File: config.mk
export PLATFORM = sky130hd
export DESIGN_NAME = fft_bf_ctrl
export DESIGN_NICKNAME = d
export VERILOG_FILES = /design/src/rtl/fft_pkg.sv /design/src/rtl/fft_addr_gen.sv /design/src/rtl/fft_bf_ctrl.sv
export SDC_FILE = /design/constraint.sdc
export NUM_CORES = 1
export LEC_CHECK = 0
export BUFFER_PORTS_ARGS = -buffer_cell sky130_fd_sc_hd__buf_2
export CAP_MARGIN = 5
export CORE_MARGIN = 1
export CORE_UTILIZATION = 40
export CTS_BUF_LIST = sky130_fd_sc_hd__clkbuf_16
export CTS_CLUSTER_DIAMETER = 40
export DETAILED_ROUTE_END_ITERATION = 7
export GPL_ROUTABILITY_DRIVEN = 1
export GPL_TIMING_DRIVEN = 0
export MAX_ROUTING_LAYER = met4
export PLACE_DENSITY = 0.73
export SLEW_MARGIN = 20
export SYNTH_ARGS = -nofsm -noshare
export SYNTH_HDL_FRONTEND = slang
export SYNTH_SLANG_ARGS = --single-unit
export TNS_END_PERCENT = 100
File: constraint.sdc
create_clock -name clk_MAC -period 8.2 [get_ports clk_MAC]
set_input_delay 0.82 -clock clk_MAC [delete_from_list [all_inputs] [get_ports clk_MAC]]
set_output_delay 0.82 -clock clk_MAC [all_outputs]
set_load 0.01 [all_outputs]
File: src/rtl/fft_pkg.sv
`default_nettype none
// ============================================================================
// Module  : fft_pkg
// Brief   : Shared constants and FSM state encoding for the FFT butterfly
//           sequencer (fft_bf_ctrl and fft_addr_gen).
// Revision: 1.0 - initial release
// ============================================================================
package fft_pkg;

  localparam int N         = 32;  // FFT points
  localparam int LOG2N     = 5;   // number of radix-2 stages
  localparam int PHASES    = 4;   // MAC cycles per butterfly
  localparam int SYNC_CYC  = 2;   // pipeline settle cycles between stages
  localparam int DRAIN_CYC = 2;   // pipeline flush cycles after last stage

  typedef enum logic [2:0] {
    IDLE  = 3'd0,
    RUN   = 3'd1,
    SYNC  = 3'd2,
    DRAIN = 3'd3,
    DONE  = 3'd4
  } state_e;

endpackage
`default_nettype wire

File: src/rtl/fft_addr_gen.sv
`default_nettype none
// ============================================================================
// Module  : fft_addr_gen
// Brief   : Combinational butterfly operand address and twiddle index
//           generator for an in-place radix-2 32-point FFT.
// Revision: 1.0 - initial release
// ============================================================================
module fft_addr_gen (
  input  logic [2:0] stage_i,
  input  logic [3:0] bf_idx_i,
  output logic [4:0] addr_a_o,
  output logic [4:0] addr_b_o,
  output logic [3:0] tw_idx_o
);

  logic [4:0] w_span;
  logic [4:0] w_pos;
  logic [4:0] w_grp;

  // Split the butterfly index into group and in-group position, then
  // spread groups apart by twice the span to leave room for the B operand.
  always_comb begin
    w_span   = 5'd1 << stage_i;
    w_pos    = {1'b0, bf_idx_i} & (w_span - 5'd1);
    w_grp    = {1'b0, bf_idx_i} >> stage_i;
    addr_a_o = (w_grp << (stage_i + 3'd1)) | w_pos;
    addr_b_o = addr_a_o + w_span;
    // pos < span, so shifting by (4 - stage) always stays within 4 bits
    tw_idx_o = w_pos[3:0] << (3'd4 - stage_i);
  end

endmodule
`default_nettype wire

File: src/rtl/fft_bf_ctrl.sv
`default_nettype none
// ============================================================================
// Module  : fft_bf_ctrl
// Brief   : Butterfly sequencer for a 32-point radix-2 FFT: walks stages and
//           butterflies, issues operand/twiddle addresses, phase counters and
//           a delayed write-back strobe with captured write addresses.
// Revision: 1.0 - initial release
// ============================================================================
module fft_bf_ctrl #(
  parameter int N      = fft_pkg::N,
  parameter int PHASES = fft_pkg::PHASES
) (
  input  logic       clk_MAC,
  input  logic       rst,
  input  logic       start,
  output logic       busy,
  output logic       done,
  output logic [2:0] count,
  output logic [2:0] count_reg,
  output logic       flag,
  output logic [2:0] stage,
  output logic [4:0] addr_a,
  output logic [4:0] addr_b,
  output logic [3:0] tw_idx,
  output logic       wr_en,
  output logic [4:0] wr_addr_a,
  output logic [4:0] wr_addr_b
);

  import fft_pkg::*;

  localparam int LAST_STAGE = $clog2(N) - 1;
  localparam int LAST_BF    = N / 2 - 1;

  state_e     state_q;
  logic [1:0] cyc_q;
  logic [3:0] bf_idx_q;
  logic [2:0] count_q;
  logic [2:0] count_reg_q;
  logic [2:0] stage_q;
  logic       flag_q;
  logic       busy_q;
  logic       done_q;
  logic       wr_en_q;
  logic [4:0] wr_addr_a_q;
  logic [4:0] wr_addr_b_q;

  logic [4:0] w_addr_a;
  logic [4:0] w_addr_b;
  logic [3:0] w_tw_idx;

  fft_addr_gen u_addr_gen (
    .stage_i  (stage_q),
    .bf_idx_i (bf_idx_q),
    .addr_a_o (w_addr_a),
    .addr_b_o (w_addr_b),
    .tw_idx_o (w_tw_idx)
  );

  // Sequencer FSM with phase/butterfly/stage counters and write-back pipeline
  always_ff @(posedge clk_MAC) begin
    if (rst) begin
      state_q     <= IDLE;
      cyc_q       <= 2'd0;
      bf_idx_q    <= 4'd0;
      count_q     <= 3'd0;
      count_reg_q <= 3'd0;
      stage_q     <= 3'd0;
      flag_q      <= 1'b0;
      busy_q      <= 1'b0;
      done_q      <= 1'b0;
      wr_en_q     <= 1'b0;
      wr_addr_a_q <= 5'd0;
      wr_addr_b_q <= 5'd0;
    end else begin
      count_reg_q <= count_q;
      wr_en_q     <= flag_q;
      // Operands of the butterfly finishing this cycle are written back next
      if (flag_q) begin
        wr_addr_a_q <= w_addr_a;
        wr_addr_b_q <= w_addr_b;
      end
      done_q <= 1'b0;
      flag_q <= 1'b0;
      case (state_q)
        IDLE: begin
          if (start) begin
            state_q  <= RUN;
            busy_q   <= 1'b1;
            count_q  <= 3'd0;
            stage_q  <= 3'd0;
            bf_idx_q <= 4'd0;
          end
        end
        RUN: begin
          if (count_q == 3'(PHASES - 1)) begin
            count_q  <= 3'd0;
            bf_idx_q <= bf_idx_q + 4'd1;
            if (bf_idx_q == 4'(LAST_BF)) begin
              cyc_q   <= 2'd0;
              state_q <= (stage_q < 3'(LAST_STAGE)) ? SYNC : DRAIN;
            end
          end else begin
            count_q <= count_q + 3'd1;
            flag_q  <= (count_q == 3'(PHASES - 2));
          end
        end
        SYNC: begin
          if (cyc_q == 2'(SYNC_CYC - 1)) begin
            stage_q  <= stage_q + 3'd1;
            bf_idx_q <= 4'd0;
            state_q  <= RUN;
          end else begin
            cyc_q <= cyc_q + 2'd1;
          end
        end
        DRAIN: begin
          if (cyc_q == 2'(DRAIN_CYC - 1)) begin
            state_q <= DONE;
            done_q  <= 1'b1;
          end else begin
            cyc_q <= cyc_q + 2'd1;
          end
        end
        DONE: begin
          state_q  <= IDLE;
          busy_q   <= 1'b0;
          stage_q  <= 3'd0;
          bf_idx_q <= 4'd0;
        end
        default: begin
          state_q <= IDLE;
          busy_q  <= 1'b0;
        end
      endcase
    end
  end

  // Address outputs are forced to zero while idle so an idle block presents
  // a clean bus (stage 0 / butterfly 0 would otherwise show addr_b = 1).
  assign addr_a    = busy_q ? w_addr_a : 5'd0;
  assign addr_b    = busy_q ? w_addr_b : 5'd0;
  assign tw_idx    = busy_q ? w_tw_idx : 4'd0;
  assign busy      = busy_q;
  assign done      = done_q;
  assign count     = count_q;
  assign count_reg = count_reg_q;
  assign flag      = flag_q;
  assign stage     = stage_q;
  assign wr_en     = wr_en_q;
  assign wr_addr_a = wr_addr_a_q;
  assign wr_addr_b = wr_addr_b_q;

endmodule
`default_nettype wire

==> results.md <==
* Area leader, netlist: sky130_fd_sc_hd__dfxtp_1
* Depth of the worst hold-timing path at 2
* CTS Sinks at 32
* Post-synth EDFFs at 0
* CP peak stage delay at 0.43 ns
* CP Data Required Time at 7.38 ns
* Final critical-path share of the clock period at 56.4%
* Post-synthesis adder-cell area fraction at 10.3%
* Global placer's final weighted congestion at 0.976
* Headroom to the max-slew limit at 67.3%
* DRC violation total after the first TritonRoute iteration at 56
* Cell Pwr Density at 153 nW/um^2
* Ranking of synthesized cells by area: sky130_fd_sc_hd__dfxtp_1 32%, sky130_fd_sc_hd__ha_1 9.3%, sky130_fd_sc_hd__nor2_1 6.9%
* CP Depth at 14
* FF-to-FF Start: stage[0]
* Via count at 1,823
* Final hold violation count at 0
* Leak Pwr at 1.07 nW
* Clock tree from TritonCTS: yes
* Number of placement rows at 25
* Global-route wire length before repair at 7620 um
* Total of cells resized after clock tree synthesis at 0
* Number of distinct library cells after synthesis at 52
* # IOs at 40
* Effective utilization at floorplan at 42.1%
* Min-delay worst type: flip-flop to flip-flop
* Flip-flop count of the largest register, all copies and words added at 6
* Sequential-to-total area share from yosys stat at 31.8%
* Number of buffers added to fix hold violations after cts at 0
* Number of inserted filler cells in the final layout at 472
* Total clock buffers created by CTS at 5
* Via density per instance at 5.16
* Number of inserted diodes at 0
* Worst Path Max Fanout at 10
* Post-synthesis simple-gate area fraction at 23.9%
* Number of standard cells after synthesis at 240
* Data arrival, critical path at 3.81 ns
* Total buffers and inverters traversed by the critical path at 3
* Classification of the worst setup path: flip-flop to primary output
* Max Clk Rate at 0.216 GHz
* Final WL at 4710 um
* Number of post-CTS setup repair buffers at 0
* Total routing usage reported by global routing at 19.5%
* Number of antenna violations at the first check in global routing at 0
* Most used flip-flop cell after synthesis: sky130_fd_sc_hd__dfxtp_1
* Reported max-cap violation count at 0
* Setup violators final at 0
* Total of buffers placed on input and output ports at 38
* Beginning of the critical path: stage[0]
* Register area at 641 um^2
* Average cell area after synthesis at 8.39 um^2
* P&R area growth vs syn at 20.6%
* Status: completed
* Dominant combinational cell family by area after synthesis: simple AND/OR/NAND/NOR gates
* Synth Cell Area at 2010 um^2
* Cell chain of the critical path: buf_6, clkinv_1, ha_1, ha_1, o21bai_1, xnor2_1, a221o_1, ha_1, or2_2, o31ai_1, xnor2_1, xnor2_1, and2_1, buf_2
* Crit start category: flip-flop
* Warnings, synthesis at 0
* Die outline width at 72.9 um
* Setup repair after global routing missed its margin: no
* Hold path startpoint: wr_addr_b[1]
* Synthesized-area fraction occupied by xor and xnor cells at 4.79%
* Multiplexer share of the synthesized area at 4.72%
* Endpoint kind of the worst setup timing path: primary output
* Final net count at 304
* Top-area cell type share of the netlist area at 31.8%
* Ys async rst share at 0%
* Flip-flop and latch count after synthesis at 32
* Die area at 5320 um^2
* Cell with the largest stage delay on the worst path: sky130_fd_sc_hd__a221o_1
* Clock slew at reported path FFs at 0.05 ns
* Dpl hpwl at 3580 um
* Clock tree root buffer cell: sky130_fd_sc_hd__clkbuf_16
* Wire per inst at 13.3 um
* Maximum number of pins on one net before global-route repair at 11
* Clock Skews at 0.00637 ns
* Clock latency reported for the late side of the worst-skew pair at 0.28 ns
* Overall die height at 72.9 um
* Final critical delay including setup and external delays at 4.63 ns
* Multi-input gate area in the final layout at 1260 um^2
* Length of the first detailed-routing pass in iterations at 4
* Number of remaining DRC errors at 0
* Clock buffer depth at 2
* Residual antenna-violating net count after detailed routing at 0
* Final Slew Violations at 0
* Number of cells on the worst reg-to-reg path at 13
* Std-Cell Core Area at 4790 um^2
* Most common cell in the synthesized netlist: sky130_fd_sc_hd__nor2_1
* Synth Area in Compound Gates at 19.0%
* CTS H-tree lvls at 2
* Transition at the pin with the smallest max-transition slack at 0.491 ns
* Share of cells above drive strength 1 at 19.6%
* Kind of cell adding the most delay to the critical path: adder cells
* Post-route worst hold slack at 0.475 ns
* Highest ir drop seen on vdd at 0.118 mV
* Synth Net Count at 259
* Top post-synthesis cells by count: 37 x sky130_fd_sc_hd__nor2_1, 32 x sky130_fd_sc_hd__dfxtp_1, 15 x sky130_fd_sc_hd__ha_1
* Number of global-route vias before repair at 1,708
* Total Neg Setup Slack at 0 ns
* Total congestion overflow at 0
[where the power goes]
group | internal (W) | total [W] | leakage [nW] | switching, W
logic | 0.0000120 | 0.0000305 | 0.741 | 0.0000185
clock network | 0.000110 | 0.000178 | 0.0687 | 0.0000682
registers | 0.000159 | 0.000163 | 0.259 | 0.00000411
[logic make-up (layout without fill, tap and decap cells)]
family	after synthesis	in the layout
and+or+nand+nor	94	94
AOI/OAI and AO/OA	52	52
DFF	32	32
buffers and inverters	26	72
adders and majority gates	16	16
xor gates and xnor gates	11	11
muxes	9	9
[metal layers]
| metal | GRT usage, % | wire length (um) | vias up |
|---|---|---|---|
| met3 | 3.73 | 194 | 7 |
| li1 | - | - | 924 |
| met5 | - | 0 | - |
| met2 | 32.0 | 2280 | 43 |
| met1 | 22.5 | 2140 | 849 |
| met4 | 10.2 | 95 | 0 |
[layout by cell type, fill, tap and decap left out, drive strengths merged, types with 2 or more instances in the layout]
cell    count
a211oi      9
nand2b     10
ha         15
nor2b      10
a21oi      10
clkbuf     11
buf        43
nand2       6
nor4        4
and2        6
o211ai      3
o21a        3
a311oi      2
nand3b      3
clkinv      2
or3         2
o31a        2
xnor2       8
a21o        3
nand3       3
or2         2
xor2        3
nor2       37
a31oi       3
nor3        7
mux2i       8
inv        15
o21ai       5
dfxtp      32
o21bai      3
nor3b       2
[worst reg2reg max path, cell delays in order, from the launching register on]
cell	delay (ns)
sky130_fd_sc_hd__dfxtp_1	0.40
sky130_fd_sc_hd__buf_6	0.17
sky130_fd_sc_hd__clkinv_1	0.24
sky130_fd_sc_hd__ha_1	0.32
sky130_fd_sc_hd__ha_1	0.26
sky130_fd_sc_hd__o21bai_1	0.23
sky130_fd_sc_hd__xnor2_1	0.17
sky130_fd_sc_hd__a221o_1	0.43
sky130_fd_sc_hd__ha_1	0.34
sky130_fd_sc_hd__or2_2	0.31
sky130_fd_sc_hd__o31ai_1	0.11
sky130_fd_sc_hd__nand2b_1	0.12
sky130_fd_sc_hd__o32a_1	0.33
sky130_fd_sc_hd__o211ai_1	0.08
[final cells by class]
type                       instances  area share [%]
inverter                          15            2.32
tap                               67            3.45
clock inverter                     3           0.619
timing repair buffer              38            7.84
sequential                        32            26.4
buffer                            11            2.22
multi-input combinational        182            52.0
clock buffer                       5            5.15
[metrics by stage]
| stage | std cells | setup slack, ns | util, % | instance area [um^2] | total power (W) |
|---|---|---|---|---|---|
| after global placement | 345 | 3.94 | 47.8 | 2290 | 0.000196 |
| after global routing | 353 | 3.35 | 50.7 | 2430 | 0.000383 |
| after CTS | 353 | 3.61 | 50.7 | 2430 | 0.000375 |
| final | 353 | 3.57 | 50.7 | 2430 | 0.000372 |
| after detailed placement | 345 | 3.90 | 47.8 | 2290 | 0.000197 |
| after floorplan | 240 | 4.25 | - | 2010 | 0.000187 |
[path summary, 6_finish.rpt]
check	end	slack (ns)
worst max-delay path	addr_b[4]	3.57
worst max register to register	wr_addr_b[4]	4.62
worst min-delay path	wr_addr_b[1]	0.48
worst min register to register	wr_addr_b[1]	0.48
Power figures use the tool's default switching activity.
